**src/rtl/msg_load_sched_ctrl.sv**
```systemverilog
// Sequencer for the LDPC encoder stored-message buffer: loads Zc-wide message
// segments column by column, then walks the multiply-shift select phases.
module msg_load_sched_ctrl #(
    parameter int unsigned MUL_SH_BLOCKS_COUNT = 4,
    parameter int unsigned BG1_MSG_COLS        = 22,
    parameter int unsigned BG2_MSG_COLS        = 10,
    parameter int unsigned SEL_PHASES          = 4
) (
    input  logic                                clk,
    input  logic                                reset,
    input  logic                                start,
    input  logic                                BG,
    input  logic                                seg_valid,
    output logic                                seg_ready,
    output logic                                new_seg_msg_block,
    output logic [4:0]                          current_col,
    output logic [MUL_SH_BLOCKS_COUNT-1:0][1:0] stored_msg_selects,
    output logic                                sel_valid,
    output logic                                sel_first,
    output logic                                sel_last,
    input  logic                                acc_ready,
    output logic                                busy,
    output logic                                done
);

    typedef enum logic [1:0] {
        StIdle,
        StLoad,
        StSelect,
        StDone
    } state_e;

    // BG encoding: 0 = BG1, 1 = BG2.
    localparam logic       Bg1        = 1'b0;
    localparam logic [4:0] LastColBg1 = 5'(BG1_MSG_COLS - 1);
    localparam logic [4:0] LastColBg2 = 5'(BG2_MSG_COLS - 1);
    localparam logic [1:0] LastPhase  = 2'(SEL_PHASES - 1);

    state_e     state_q, state_d;
    logic       bg_q, bg_d;
    logic [4:0] col_q, col_d;
    logic [1:0] phase_q, phase_d;

    logic seg_ready_q, seg_ready_d;
    logic sel_valid_q, sel_valid_d;
    logic sel_first_q, sel_first_d;
    logic sel_last_q, sel_last_d;
    logic busy_q, busy_d;
    logic done_q, done_d;

    logic       beat;
    logic       phase_ack;
    logic [4:0] last_col;

    assign beat      = seg_valid & seg_ready_q;
    assign phase_ack = sel_valid_q & acc_ready;
    assign last_col  = (bg_q == Bg1) ? LastColBg1 : LastColBg2;

    always_comb begin
        state_d = state_q;
        bg_d    = bg_q;
        col_d   = col_q;
        phase_d = phase_q;

        unique case (state_q)
            StIdle: begin
                if (start) begin
                    bg_d    = BG;
                    col_d   = 5'd0;
                    state_d = StLoad;
                end
            end
            StLoad: begin
                if (beat) begin
                    // The column counter parks on the last column so current_col
                    // never reports a column beyond the message width.
                    if (col_q == last_col) begin
                        phase_d = 2'd0;
                        state_d = StSelect;
                    end else begin
                        col_d = col_q + 5'd1;
                    end
                end
            end
            StSelect: begin
                if (phase_ack) begin
                    if (phase_q == LastPhase) begin
                        state_d = StDone;
                    end else begin
                        phase_d = phase_q + 2'd1;
                    end
                end
            end
            StDone: begin
                state_d = StIdle;
            end
            default: begin
                state_d = StIdle;
            end
        endcase
    end

    // Outputs are computed from the next state so they come straight off flops.
    always_comb begin
        seg_ready_d = (state_d == StLoad);
        sel_valid_d = (state_d == StSelect);
        sel_first_d = (state_d == StSelect) && (phase_d == 2'd0);
        sel_last_d  = (state_d == StSelect) && (phase_d == LastPhase);
        busy_d      = (state_d != StIdle);
        done_d      = (state_d == StDone);
    end

    always_ff @(posedge clk or posedge reset) begin
        if (reset) begin
            state_q     <= StIdle;
            bg_q        <= Bg1;
            col_q       <= 5'd0;
            phase_q     <= 2'd0;
            seg_ready_q <= 1'b0;
            sel_valid_q <= 1'b0;
            sel_first_q <= 1'b0;
            sel_last_q  <= 1'b0;
            busy_q      <= 1'b0;
            done_q      <= 1'b0;
        end else begin
            state_q     <= state_d;
            bg_q        <= bg_d;
            col_q       <= col_d;
            phase_q     <= phase_d;
            seg_ready_q <= seg_ready_d;
            sel_valid_q <= sel_valid_d;
            sel_first_q <= sel_first_d;
            sel_last_q  <= sel_last_d;
            busy_q      <= busy_d;
            done_q      <= done_d;
        end
    end

    // Every multiply-shift block sees the same phase; the value holds outside SELECT.
    always_comb begin
        for (int i = 0; i < int'(MUL_SH_BLOCKS_COUNT); i++) begin
            stored_msg_selects[i] = phase_q;
        end
    end

    assign seg_ready         = seg_ready_q;
    assign new_seg_msg_block = beat;
    assign current_col       = col_q;
    assign sel_valid         = sel_valid_q;
    assign sel_first         = sel_first_q;
    assign sel_last          = sel_last_q;
    assign busy              = busy_q;
    assign done              = done_q;

endmodule

```
**config.mk**
```make
export PLATFORM = sky130hd
export DESIGN_NAME = msg_load_sched_ctrl
export DESIGN_NICKNAME = d
export VERILOG_FILES = /design/src/rtl/msg_load_sched_ctrl.sv
export SDC_FILE = /design/constraint.sdc
export NUM_CORES = 1
export LEC_CHECK = 0
export ABC_AREA = 1
export BUFFER_PORTS_ARGS = -buffer_cell sky130_fd_sc_hd__clkbuf_2
export CORE_MARGIN = 2
export CORE_UTILIZATION = 43
export DETAILED_ROUTE_END_ITERATION = 7
export PLACE_DENSITY = 0.78
export SLEW_MARGIN = 20
export SYNTH_ARGS = -nofsm -noshare
export SYNTH_HDL_FRONTEND = slang
export SYNTH_SLANG_ARGS = --single-unit
export TNS_END_PERCENT = 20
```
**constraint.sdc**
```tcl
create_clock -name clk -period 2.14 [get_ports clk]
set_clock_uncertainty 0.05 [all_clocks]
set_input_delay 0.321 -clock clk [delete_from_list [all_inputs] [get_ports clk]]
set_output_delay 0.321 -clock clk [all_outputs]
set_load 0.05 [all_outputs]
```
==> flow_metrics.env, run 1 <==
export IMPL_status="completed"
export IMPL_synthesis_nets=124
export IMPL_clk_latency_ns=0.29
export IMPL_ys_warn_count=0
export IMPL_clk_path_buf_depth=2
export IMPL_numPlacedInstances=159
export IMPL_postSynthCellCount=113
export IMPL_vias_per_cell=4.88
export IMPL_layout_drive_gt1_share_pct=34.6
export IMPL_start_util_pct=46.8
export IMPL_cp_cell_sequence="inv_1 -> ha_1 -> nand2_1 -> nor3_1 -> nor3_1 -> a21oi_2 -> inv_2 -> nand2_4 -> inv_1"
export IMPL_timing_rr_start="state_q[0]"
export IMPL_synth_top_cell_by_area="dfrtp_1"
export IMPL_crit_path_end_kind="flop"
export IMPL_cts_buffers=3
export IMPL_via_count=796
export IMPL_critical_path_buf_inv_count=3
export IMPL_hold_class="input pin to asynchronous set/reset pin"
export IMPL_multi_input_area_um2=432
export IMPL_gp_congestion=0.873
export IMPL_yosys_area_top_type_share_pct=42.7
export IMPL_vdd_drop_max_uv=677
export IMPL_cts_setup_buffers=0
export IMPL_ys_types=21
export IMPL_drtIter0Drc=14
export IMPL_clkTransAtPathRegs_ns=0.10
export IMPL_rsz0062_at_grt="false"
export IMPL_cts_num_sinks=16
export IMPL_critPathKind="flop to flop"
export IMPL_syn_cell_area_um2=937
export IMPL_antenna_cells=0
export IMPL_ys_seq_elements=16
export IMPL_die_h_um=50.7
export IMPL_fin_cells=163
export IMPL_most_common_layout_cells="nand2_1 (27), clkbuf_2 (25), dfrtp_1 (16), inv_1 (14), nand3_1 (8)"
export IMPL_hold_violations=0
export IMPL_ctsHoldBuffers=0
export IMPL_drt_total_wl_um=1910
export IMPL_slew_headroom_pct=56.7
export IMPL_tns_ns=0
export IMPL_post_route_util_pct=54.3
export IMPL_grt_use_total_pct=17.2
export IMPL_slowest_stage="dfrtp_1"
export IMPL_drv_slew=0
export IMPL_crit_required_ns=2.28
export IMPL_startpoint="state_q[0]"
export IMPL_wl_per_cell_um=11.7
export IMPL_numPortBuffers=25
export IMPL_ys_seq_area_share_pct=42.7
export IMPL_cap_violations=0
export IMPL_grt_pass1_vias=790
export IMPL_pwr_density_cell_nw_per_um2=1040
export IMPL_num_nets_final=148
export IMPL_grt_overflow=0
export IMPL_p_leak_nw=0.626
export IMPL_crit_arrival_ns=1.84
export IMPL_areaGrowthSynthToFinish_pct=16.0
export IMPL_root_buffer="clkbuf_4"
export IMPL_final_common_cell="nand2_1"
export IMPL_cts_resized=0
export IMPL_setup_viol_count_final=0
export IMPL_cts_tree="built"
export IMPL_finalCriticalPeriod_ns=1.69
export IMPL_grt_pass1_wl_um=3340
export IMPL_antenna_found_initial=0
export IMPL_synth_area_leaders="dfrtp_1 (43%), nand2_1 (11%), ha_1 (6.7%)"
export IMPL_syn_avg_cell_area_um2=8.29
export IMPL_worst_hold_slack_ns=0.0330
export IMPL_min_period_over_period_pct=79.2
export IMPL_coreArea_um2=2000
export IMPL_dieWidth_um=50.7
export IMPL_antenna_left=0
export IMPL_max_freq_mhz=590
export IMPL_tightest_slew_ns=0.649
export IMPL_grt_start_max_net_pins=17
export IMPL_cp_start_kind="flop"
export IMPL_crit_family="simple AND/OR/NAND/NOR gates"
export IMPL_crit_path_max_incr_delay_ns=0.42
export IMPL_dieArea_um2=2570
export IMPL_cts_htree_levels=1
export IMPL_ios=26
export IMPL_ff_latch_area_um2=400
export IMPL_drtPass1Iterations=4
export IMPL_dp_hpwl_um=1480
export IMPL_nFillCells=189
export IMPL_crit_fanout=5
export IMPL_num_rows=16
export IMPL_post_route_drc_count=0
[final timing paths]
check                            endpoint  slack, ns  cells past startpoint
setup reg to reg                sel_valid       0.45                      9
hold reg to reg            current_col[3]       0.54                      2
setup / recovery                sel_valid       0.45                      9
min in group clk                     bg_q       0.19                      3
max in group asynchronous        sel_last       1.59                      2
hold / removal             current_col[3]       0.03                      2
[report_power, final]
part	switching (mW)	internal (mW)	leakage, nW
Sequential	0.0421	0.356	0.215
Combinational	0.397	0.133	0.390
Clock	0.0988	0.104	0.0210
Total	0.538	0.592	0.626
[cell usage after synthesis]
cell type,n
a21oi_1,3
a21oi_2,2
a31o_2,1
buf_4,6
dfrtp_1,16
ha_1,5
inv_1,14
inv_2,2
nand2_1,27
nand2_2,4
nand2_4,2
nand3_1,8
nand3b_1,1
nand4_2,1
nor2_1,5
nor2_2,3
nor3_1,2
o21ai_0,6
o21ai_2,2
or2_2,1
xor2_1,2
[final cells by class]
cell class              instances  share of cell area (%)
well taps                      27                    3.11
flip-flops and latches         16                    36.8
multi-input cells              75                    39.7
clock buffers                   4                    3.34
inverters                      16                    5.52
repair buffers                 25                    11.5
[per-layer routing]
layer	global-route usage (%)	vias to the layer above	wire, µm	part of all wire [%]
met1	19.8	365	821	43
met5	0	-	0	0
met3	3.57	4	92	4.8
met4	5.41	0	25	1.3
li1	-	397	-	-
met2	31.6	30	970	51
[flip-flops by register name (all words and copies together), names as in the netlist]
name and count:
bg_q 1, sel_first 1, seg_ready 1, current_col 5, done 1, state_q 2
sel_valid 1, phase_q 2, busy 1, sel_last 1
[worst reg2reg max path, stage by stage, from the launching register on]
cell,delay (ns)
dfrtp_1,0.42
inv_1,0.09
ha_1,0.24
nand2_1,0.11
nor3_1,0.23
nor3_1,0.08
a21oi_2,0.16
inv_2,0.09
nand2_4,0.09
inv_1,0.04
[cells by family after synthesis]
group	share of synthesized area [%]
xor+xnor	1.87
compound gates	9.48
simple gates	28.0
flops	42.7
fa+ha+maj	6.68
buf+inv	11.2
[stage by stage]
step	setup slack (ns)	cell area, µm²	power, mW
after floorplan	0.335	937	0.815
after global placement	0.557	1050	0.908
after detailed placement	0.457	1050	0.936
after CTS	0.445	1090	1.14
after global routing	0.293	1090	1.20
final	0.445	1090	1.13
Power figures use the tool's default switching activity.
==> run 2: changes to the inputs <==
- ABC_AREA: 1 -> 0
- PLACE_DENSITY: 0.78 -> 0.81
- clock period: 2.14 -> 1.4 ns (I/O delays scaled with it)
==> flow_metrics.env, run 2 <==
export IMPL_grt_start_max_net_pins=17
export IMPL_via_count=809
export IMPL_yosys_area_top_type_share_pct=44.4
export IMPL_syn_avg_cell_area_um2=10.6
export IMPL_ys_flop_type="dfrtp_1"
export IMPL_final_setup_worst_slack_ns=-0.381
export IMPL_drtPass1Iterations=4
export IMPL_dp_hpwl_um=1620
export IMPL_tns_ns=-3.63
export IMPL_r2r_end="sel_last"
export IMPL_die_h_um=49.8
export IMPL_nFillCells=161
export IMPL_max_freq_mhz=561
export IMPL_num_nets_final=145
export IMPL_root_buffer="clkbuf_4"
export IMPL_wl_per_cell_um=13.2
export IMPL_r2r_slack_ns=-0.38
export IMPL_p_leak_nw=0.657
export IMPL_dieWidth_um=49.8
export IMPL_num_rows=16
export IMPL_drv_slew=0
export IMPL_ys_top_cells_by_count="dfrtp_1 (16), inv_1 (7), buf_4 (6), o21ai_0 (6)"
export IMPL_synth_top_family_by_area="simple AND/OR/NAND/NOR gates"
export IMPL_r2r_worst_path_cells=7
export IMPL_ys_seq_elements=16
export IMPL_layout_drive_gt1_share_pct=64.7
export IMPL_cts_tree="built"
export IMPL_hold_violations=0
export IMPL_violations="setup timing"
export IMPL_most_common_layout_cells="clkbuf_2 (23), buf_4 (23), dfrtp_1 (8), dfrtp_2 (8)"
export IMPL_setup_viol_count_final=14
export IMPL_synthArstFlopShare_pct=100
export IMPL_place_ws_ns=-0.381
export IMPL_antenna_cells=0
export IMPL_min_period_over_period_pct=127
export IMPL_coreArea_um2=1960
export IMPL_clk_path_buf_depth=2
export IMPL_status="finished with violations"
export IMPL_synth_most_common_cell="dfrtp_1"
export IMPL_synth_top_cell_by_area="dfrtp_1"
export IMPL_grt_pass1_vias=816
export IMPL_cap_violations=0
export IMPL_ios=26
export IMPL_synthAdderAreaFrac_pct=6.94
export IMPL_synth_xor_area_share_pct=1.94
export IMPL_crit_arrival_ns=1.91
export IMPL_clk_latency_ns=0.29
export IMPL_areaGrowthSynthToFinish_pct=46.9
export IMPL_cts_num_sinks=16
export IMPL_grt_use_total_pct=19.5
export IMPL_synth_edf_count=0
export IMPL_gp_congestion=0.869
export IMPL_min_to="bg_q"
export IMPL_slew_headroom_pct=60.6
export IMPL_post_route_drc_count=0
export IMPL_crit_path_end_kind="flop"
export IMPL_crit_fanout=6
export IMPL_grt_pass1_wl_um=3590
export IMPL_ys_seq_area_share_pct=44.4
export IMPL_drtIter0Drc=10
export IMPL_numPlacedInstances=154
export IMPL_cts_htree_levels=1
export IMPL_largest_register_ffs=5
export IMPL_clkTransAtPathRegs_ns=0.10
export IMPL_yosys_area_share_simple_pct=21.5
export IMPL_hold_class="input pin to flop"
export IMPL_cp_start_kind="flop"
export IMPL_synth_mux_area_share_pct=1.25
export IMPL_antenna_left=0
export IMPL_dieArea_um2=2480
export IMPL_tightest_slew_ns=0.590
export IMPL_drt_total_wl_um=2110
export IMPL_vias_per_cell=5.06
export IMPL_cts_buffers=3
export IMPL_fin_cells=160
export IMPL_synth_area_leaders="dfrtp_1 (44%), ha_1 (6.9%), buf_4 (5.0%)"
export IMPL_critPathKind="flop to flop"
export IMPL_post_route_util_pct=67.5
export IMPL_crit_required_ns=1.53
export IMPL_synthesis_nets=96
export IMPL_postSynthCellCount=85
export IMPL_ys_types=32
export IMPL_rsz0062_at_grt="true"
export IMPL_grt_overflow=0
export IMPL_timing_rr_start="state_q[1]"
export IMPL_synth_compound_area_share_pct=16.0
export IMPL_holdPathStages=2
export IMPL_worst_hold_slack_ns=0.0961
export IMPL_antenna_found_initial=0
export IMPL_ys_warn_count=0
export IMPL_startpoint="state_q[1]"
export IMPL_pwr_density_cell_nw_per_um2=1680
export IMPL_finalCriticalPeriod_ns=1.78
export IMPL_start_util_pct=45.9
export IMPL_syn_cell_area_um2=901
export IMPL_numPortBuffers=25
export IMPL_min_delay_start="BG"
export IMPL_vdd_drop_max_uv=998
run 2: power breakdown:
| group | internal [mW] | total, mW | switching [mW] |
|---|---|---|---|
| registers | 0.565 | 0.626 | 0.0603 |
| clock network | 0.158 | 0.304 | 0.146 |
| logic | 0.552 | 1.29 | 0.739 |
run 2: worst max path at each step:
stage	slack [ns]	depth (start not counted)	end
after detailed placement	-0.38	7	current_col[4]
after global placement	-0.30	7	sel_first
after floorplan	-0.32	5	sel_first
after global routing	-0.45	7	sel_first
final	-0.38	7	sel_last
after CTS	-0.34	7	sel_last
run 2: critical path, cell delays in order (launching register included):
cell and delay, ns:
dfrtp_1 0.42, inv_2 0.08, ha_4 0.18, nand3b_1 0.16, o211ai_1 0.29, o311ai_4 0.16
and2_4 0.17, and3_1 0.15
run 2: layout make-up:
class                   count  area (µm²)  area share (%)
inverters                   7        30.0            2.27
repair buffers             50         329            24.9
well taps                  27        33.8            2.55
multi-input cells          56         484            36.6
clock buffers               4        36.3            2.74
flip-flops and latches     16         410            31.0
run 2: cells by family after synthesis:
group           after synthesis
simple gates                 31
compound gates               17
flops                        16
buf+inv                      13
fa+ha+maj                     5
xor+xnor                      2
mux                           1
run 2: routing by layer:
layer / part of all wire [%] / routed length [µm] / GRT usage (%) / vias up
met2: 49 / 1040 / 31.3 / 31
li1: - / - / - / 386
met3: 3.7 / 77 / 1.82 / 6
met1: 44 / 931 / 24.9 / 386
met4: 3.0 / 64 / 12.5 / 0
met5: 0 / 0 / 0 / -
run 2: timing repair:
action,CTS,global route
endpoints found under the hold margin,16,0
setup endpoints to repair,17,18
resized for setup,15,3
hold buffers,1,0
setup buffers,1,0
pin swaps,7,3
run 2: through the flow:
step	area (µm²)	power [mW]
after floorplan	936	1.38
final	1320	2.22
after CTS	1320	2.21
after global routing	1320	2.35
after detailed placement	1220	1.82
after global placement	1220	1.77
